--- config.mk ---
export PLATFORM = sky130hd
export DESIGN_NAME = alu_mc
export DESIGN_NICKNAME = d
export VERILOG_FILES = /design/src/rtl/alu_mc_pkg.sv /design/src/rtl/alu_mc_iter.sv /design/src/rtl/alu_mc.sv
export SDC_FILE = /design/constraint.sdc
export NUM_CORES = 1
export LEC_CHECK = 0
export CORE_ASPECT_RATIO = 1.1
export CORE_MARGIN = 2
export CORE_UTILIZATION = 48
export DETAILED_ROUTE_END_ITERATION = 12
export PLACE_DENSITY = 0.67
export SKIP_LAST_GASP = 1
export SYNTH_ARGS = -nofsm -noshare
export SYNTH_HDL_FRONTEND = slang
export SYNTH_HIERARCHICAL = 1
export SYNTH_SLANG_ARGS = --single-unit
--- constraint.sdc ---
create_clock -name clk -period 10.6 [get_ports clk]
set_input_delay 1.59 -clock clk [delete_from_list [all_inputs] [get_ports clk]]
set_output_delay 1.59 -clock clk [all_outputs]
set_load 0.03 [all_outputs]
--- src/rtl/alu_mc_pkg.sv ---
// Shared opcodes, FSM state encoding and flag bundle for the multi-cycle ALU.
// ALU_MC_DIV_EN selects whether opcode 0100 runs the iterative unsigned divider.
package alu_mc_pkg;

  localparam logic [3:0] OP_AND   = 4'b0000;
  localparam logic [3:0] OP_OR    = 4'b0001;
  localparam logic [3:0] OP_ADD   = 4'b0010;
  localparam logic [3:0] OP_MUL   = 4'b0011;
  localparam logic [3:0] OP_UDIV  = 4'b0100;
  localparam logic [3:0] OP_SUB   = 4'b0110;
  localparam logic [3:0] OP_PASSB = 4'b0111;
  localparam logic [3:0] OP_NOR   = 4'b1100;

  typedef enum logic [1:0] {
    ST_IDLE = 2'd0,
    ST_BUSY = 2'd1,
    ST_DONE = 2'd2
  } state_t;

  typedef struct packed {
    logic z;
    logic n;
    logic c;
    logic v;
  } flags_t;

  // Opcodes that take the WIDTH-cycle iterative path instead of the one-cycle path.
  function automatic logic is_iter_op(input logic [3:0] op);
`ifdef ALU_MC_DIV_EN
    return (op == OP_MUL) || (op == OP_UDIV);
`else
    return (op == OP_MUL);
`endif
  endfunction

endpackage

--- src/rtl/alu_mc_iter.sv ---
// Shared shift/accumulate datapath: shift-add multiply and, with ALU_MC_DIV_EN,
// restoring unsigned divide. One iteration per clock for WIDTH clocks after start.
module alu_mc_iter
  import alu_mc_pkg::*;
#(
  parameter int WIDTH = 64,
  parameter int CNT_W = $clog2(WIDTH + 1)
) (
  input  logic             clk,
  input  logic             rst,
  input  logic             start,
  input  logic [3:0]       op,
  input  logic [WIDTH-1:0] data_a,
  input  logic [WIDTH-1:0] data_b,
  output logic             done,
  output logic [WIDTH-1:0] result,
  output logic             hi_nonzero
);

  logic [WIDTH-1:0] opnd_r;
  logic [WIDTH-1:0] hi_r;
  logic [WIDTH-1:0] lo_r;
  logic [WIDTH-1:0] hi_nx;
  logic [WIDTH-1:0] lo_nx;
  logic [CNT_W-1:0] cnt_r;
  logic             active_r;
  logic             last;
  logic [WIDTH:0]   mul_sum;

  // Multiply: {hi,lo} holds partial product and remaining multiplier bits, shifted right.
  assign mul_sum = {1'b0, hi_r} + (lo_r[0] ? {1'b0, opnd_r} : '0);

`ifdef ALU_MC_DIV_EN
  logic             is_div_r;
  logic             div_ge;
  logic [WIDTH:0]   div_shift;
  logic [WIDTH-1:0] div_rem;

  // Divide: hi is the partial remainder, lo shifts dividend out and quotient in.
  // A zero divisor always subtracts, which yields the all-ones quotient by itself.
  always_comb begin
    div_shift = {hi_r, lo_r[WIDTH-1]};
    div_ge    = (div_shift >= {1'b0, opnd_r});
    div_rem   = div_ge ? WIDTH'(div_shift - {1'b0, opnd_r}) : div_shift[WIDTH-1:0];
  end
`else
  logic unused_op;
  assign unused_op = ^op;
`endif

  always_comb begin
    hi_nx = mul_sum[WIDTH:1];
    lo_nx = {mul_sum[0], lo_r[WIDTH-1:1]};
`ifdef ALU_MC_DIV_EN
    if (is_div_r) begin
      hi_nx = div_rem;
      lo_nx = {lo_r[WIDTH-2:0], div_ge};
    end
`endif
  end

  assign last   = (cnt_r == CNT_W'(WIDTH - 1));
  assign done   = active_r && last;
  assign result = lo_nx;

`ifdef ALU_MC_DIV_EN
  assign hi_nonzero = is_div_r ? (opnd_r == '0) : (hi_nx != '0);
`else
  assign hi_nonzero = (hi_nx != '0);
`endif

  always_ff @(posedge clk or posedge rst) begin
    if (rst) begin
      active_r <= 1'b0;
      cnt_r    <= '0;
      opnd_r   <= '0;
      hi_r     <= '0;
      lo_r     <= '0;
`ifdef ALU_MC_DIV_EN
      is_div_r <= 1'b0;
`endif
    end else if (start) begin
      active_r <= 1'b1;
      cnt_r    <= '0;
      hi_r     <= '0;
      opnd_r   <= data_a;
      lo_r     <= data_b;
`ifdef ALU_MC_DIV_EN
      is_div_r <= (op == OP_UDIV);
      if (op == OP_UDIV) begin
        opnd_r <= data_b;
        lo_r   <= data_a;
      end
`endif
    end else if (active_r) begin
      hi_r <= hi_nx;
      lo_r <= lo_nx;
      if (last) begin
        active_r <= 1'b0;
        cnt_r    <= '0;
      end else begin
        cnt_r <= cnt_r + CNT_W'(1);
      end
    end
  end

endmodule

--- src/rtl/alu_mc.sv ---
// Multi-cycle EX-stage ALU: one-cycle logic/add/sub ops, iterative MUL, and
// iterative UDIV when ALU_MC_DIV_EN is defined. Results held behind valid/ready.
module alu_mc
  import alu_mc_pkg::*;
#(
  parameter int WIDTH = 64
) (
  input  logic             clk,
  input  logic             rst,
  input  logic             in_valid,
  output logic             in_ready,
  input  logic [3:0]       op,
  input  logic [WIDTH-1:0] data_a,
  input  logic [WIDTH-1:0] data_b,
  output logic             out_valid,
  input  logic             out_ready,
  output logic [WIDTH-1:0] result,
  output logic             flag_z,
  output logic             flag_n,
  output logic             flag_c,
  output logic             flag_v,
  output logic             busy
);

  localparam int CNT_W = $clog2(WIDTH + 1);
  localparam int MSB   = WIDTH - 1;

  // Handshake: an op transfers on a rising edge where in_valid && in_ready; a result
  // transfers where out_valid && out_ready. A held result never changes while
  // out_valid && !out_ready, and in_valid without in_ready is simply dropped.

  state_t           state;
  state_t           state_nx;
  logic             accept;
  logic             iter_op;
  logic             start;
  logic             load_alu;
  logic             load_iter;
  logic             iter_done;
  logic             iter_hi_nz;
  logic [WIDTH-1:0] iter_result;
  logic [WIDTH-1:0] alu_result;
  logic [WIDTH:0]   sum;
  logic             known;
  flags_t           alu_flags;
  flags_t           iter_flags;
  logic [WIDTH-1:0] result_r;
  flags_t           flags_r;

  assign in_ready = !rst && ((state == ST_IDLE) || ((state == ST_DONE) && out_ready));
  assign accept   = in_valid && in_ready;
  assign iter_op  = is_iter_op(op);
  assign start    = accept && iter_op;

  always_comb begin
    alu_result  = '0;
    sum         = '0;
    known       = 1'b1;
    alu_flags   = '0;
    case (op)
      OP_AND:   alu_result = data_a & data_b;
      OP_OR:    alu_result = data_a | data_b;
      OP_NOR:   alu_result = ~(data_a | data_b);
      OP_PASSB: alu_result = data_b;
      OP_ADD: begin
        sum         = {1'b0, data_a} + {1'b0, data_b};
        alu_result  = sum[MSB:0];
        alu_flags.c = sum[WIDTH];
        alu_flags.v = (data_a[MSB] == data_b[MSB]) && (alu_result[MSB] != data_a[MSB]);
      end
      OP_SUB: begin
        sum         = {1'b0, data_a} + {1'b0, ~data_b} + (WIDTH + 1)'(1);
        alu_result  = sum[MSB:0];
        alu_flags.c = sum[WIDTH];
        alu_flags.v = (data_a[MSB] != data_b[MSB]) && (alu_result[MSB] != data_a[MSB]);
      end
      default:  known = 1'b0;
    endcase
    // Unrecognised opcodes report all flags clear, including Z.
    alu_flags.z = known && (alu_result == '0);
    alu_flags.n = alu_result[MSB];
  end

  always_comb begin
    iter_flags   = '0;
    iter_flags.z = (iter_result == '0);
    iter_flags.n = iter_result[MSB];
    iter_flags.v = iter_hi_nz;
  end

  always_comb begin
    state_nx  = state;
    load_alu  = accept && !iter_op;
    load_iter = (state == ST_BUSY) && iter_done;
    case (state)
      ST_IDLE: if (accept) state_nx = iter_op ? ST_BUSY : ST_DONE;
      ST_BUSY: if (iter_done) state_nx = ST_DONE;
      ST_DONE: begin
        if (out_ready) begin
          if (accept) state_nx = iter_op ? ST_BUSY : ST_DONE;
          else        state_nx = ST_IDLE;
        end
      end
      default: state_nx = ST_IDLE;
    endcase
  end

  always_ff @(posedge clk or posedge rst) begin
    if (rst) begin
      state    <= ST_IDLE;
      result_r <= '0;
      flags_r  <= '0;
    end else begin
      state <= state_nx;
      if (load_alu) begin
        result_r <= alu_result;
        flags_r  <= alu_flags;
      end else if (load_iter) begin
        result_r <= iter_result;
        flags_r  <= iter_flags;
      end
    end
  end

  alu_mc_iter #(
    .WIDTH (WIDTH),
    .CNT_W (CNT_W)
  ) u_iter (
    .clk        (clk),
    .rst        (rst),
    .start      (start),
    .op         (op),
    .data_a     (data_a),
    .data_b     (data_b),
    .done       (iter_done),
    .result     (iter_result),
    .hi_nonzero (iter_hi_nz)
  );

  assign out_valid = (state == ST_DONE);
  assign busy      = (state == ST_BUSY);
  assign result    = result_r;
  assign flag_z    = flags_r.z;
  assign flag_n    = flags_r.n;
  assign flag_c    = flags_r.c;
  assign flag_v    = flags_r.v;

endmodule

==> reports/qor.yml <==
design.core.area_um2: 61000
dp.cells: 4594
criticalPathCategory: "input pin to register"
path_max_fanout: 12
dp.final_hpwl_um: 100000
htree_num_levels: 1
syn_area_um2: 29600
drt_iter0_drc: 4130
nFillCells: 5975
synth_top_area_share_pct: 22.8
cts_buffer_depth: 3
period_needed_ns: 6.79
synth_common_cells: "nand2_1, nor2_1, a21oi_1"
reg2reg_depth: 18
grt.overflow.total: 0
place_congestion: 1.05
min_from: "u_iter/opnd_r[60]"
cts_resized: 0
fin_cells: 4645
synth_top_cell_by_area: "dfrtp_1"
hold_end: "u_iter/opnd_r[60]"
syn_to_final_growth_pct: 10.2
die_w_um: 241
die_h_um: 264
ys.flop_type: "dfrtp_1"
ys_seq_area_share_pct: 22.8
routedWlPerCell_um: 27.7
grt_use_total_pct: 39.2
worstPathRequired_ns: 11.09
yosysWarningCount: 6
clock.fmax_mhz: 147
drv_cap: 0
synth_enable_flop_cells: 0
cts_tree: "done"
postRouteAntennaNets: 0
reg2reg_to: "flag_v"
cts-root-buf: "clkbuf_16"
setup_viol: 0
slew_headroom_pct: 15.7
rsz0062_at_grt: "no"
synth_most_common_cell: "nand2_1"
ys_types: 106
status: "completed"
holdBufCountCts: 0
drive_gt1_share_pct: 6.81
grt_max_degree: 217
ys_top_cells_by_area: "dfrtp_1, ha_1, a21oi_1, mux2i_1, nand2_1"
start_util_pct: 48.5
grt_pass1_vias: 29100
slew_violations: 0
arrival_ns: 7.28
io_buffer_count: 206
grt_antenna_before_repair: 9
synthCells: 3813
postCtsSetupBuffers: 0
fin_setup_tns_ns: 0
leakagePower_nw: 14.2
finalCritPeriodShare_pct: 64.0
clk_latency_ns: 0.57
async_flop_share_pct: 100
ioPinCount: 207
cp-end-kind: "register"
remaining_drc_errors: 0
avgSynthCellArea_um2: 7.75
min_path_type: "register to register"
cts_buffers: 29
reg2reg_slack_ns: 4.47
r2r_start: "u_iter/lo_r[0]"
nets: 4212
path_clk_slew_ns: 0.06
clock-sinks: 269
drt-total-wl_um: 128000
synth_seq_cells: 269
firstDrtPassIters: 6
clock_skew_ns: 0.0197
finalHoldViolCount: 0
vias: 31200
viasPerCell: 6.72
peakVddDrop_v: 0.000156
rows: 95
dieArea_um2: 63600
power_density_nw_per_um2: 193
hold_path_depth: 1
worst_slew_pin_slew_ns: 1.25
critPathLaunchType: "input pin"
grt_pass1_wl_um: 189000
synthesis.nets: 4224
## sequential cells by signal, indices dropped and copies added (netlist names)
name and count:
u_iter/hi_r 64, u_iter/opnd_r 64, u_iter/active_r 1, result 64
flag_v 1, u_iter/cnt_r 7, state 2, flag_c 1
flag_z 1, u_iter/lo_r 64
## worst max-delay path, cell delays in order
cell and delay, ns:
clkdlybuf4s50_1 0.56, inv_1 0.09, ha_1 0.58, inv_1 0.20, a221oi_1 0.67, a2111oi_0 0.30, o21ai_1 0.63, a211oi_1 0.26
o21a_1 0.23, o32ai_1 0.56, nand4_1 0.30, nor4_1 0.56, o2111ai_1 0.20, nor4_1 0.33, a41o_1 0.21
## worst max path at each step
stage                    from              end  slack (ns)  depth (start not counted)
floorplan                 rst  u_iter/active_r        3.56                          1
global placement    data_b[5]           flag_z        3.58                         15
detailed placement  data_b[5]           flag_z        3.59                         15
CTS                 data_b[5]           flag_z        4.13                         15
global route        data_b[5]           flag_z        3.82                         15
finish              data_b[5]           flag_z        3.81                         15
## through the flow
step	setup WS, ns	util [%]	instance area (um2)	power, mW	hold slack [ns]
2_1_floorplan	3.56	-	29600	4.25	0.472
3_3_place_gp	3.58	51.9	31700	5.19	0.482
3_5_place_dp	3.59	51.9	31700	5.22	0.487
4_1_cts	4.13	53.4	32600	6.22	0.501
5_1_grt	3.82	53.4	32600	6.67	0.511
6_report	3.81	53.4	32600	6.29	0.498
## logic make-up after synthesis
family,synth area share [%]
multiplexers,7.44
AND/OR/NAND/NOR,19.6
AO/OA/AOI/OAI,28.6
XOR/XNOR,2.28
buffers and inverters,7.64
flip-flops,22.8
adder cells (fa/ha/maj),11.7
## metal layers
layer	GRT usage, %	vias up	part of all wire, %
li1	-	13900	-
met1	54.3	15200	42
met2	59.1	1775	43
met3	8.33	307	10
met4	15.9	0	4.8
met5	0	-	0
## cell usage in the layout (no fill, tap or decap), types with 76 or more instances in the layout
master / instances
nor3_1: 76
nor2_1: 318
ha_1: 272
nand2_1: 359
a21oi_1: 288
and2_1: 85
o21ai_0: 230
clkdlybuf4s50_1: 206
mux2i_1: 140
inv_1: 199
dfrtp_1: 268
## final cells by class
| cell class | count | area, um2 | share of cell area [%] |
|---|---|---|---|
| multi-input cells | 3020 | 20600 | 63.4 |
| flip-flops and latches | 269 | 6740 | 20.7 |
| repair buffers | 246 | 2370 | 7.29 |
| well taps | 824 | 1030 | 3.17 |
| inverters | 235 | 891 | 2.74 |
| clock buffers | 37 | 776 | 2.38 |
| clock inverters | 9 | 111 | 0.342 |
| diodes | 5 | 12.5 | 0.0384 |
## power by group
part           total (mW)  switching (mW)  internal (mW)
combinational        3.52            2.19           1.32
clock               0.993           0.432          0.561
sequential           1.78           0.388           1.40
(Power assumes the default switching activity.)
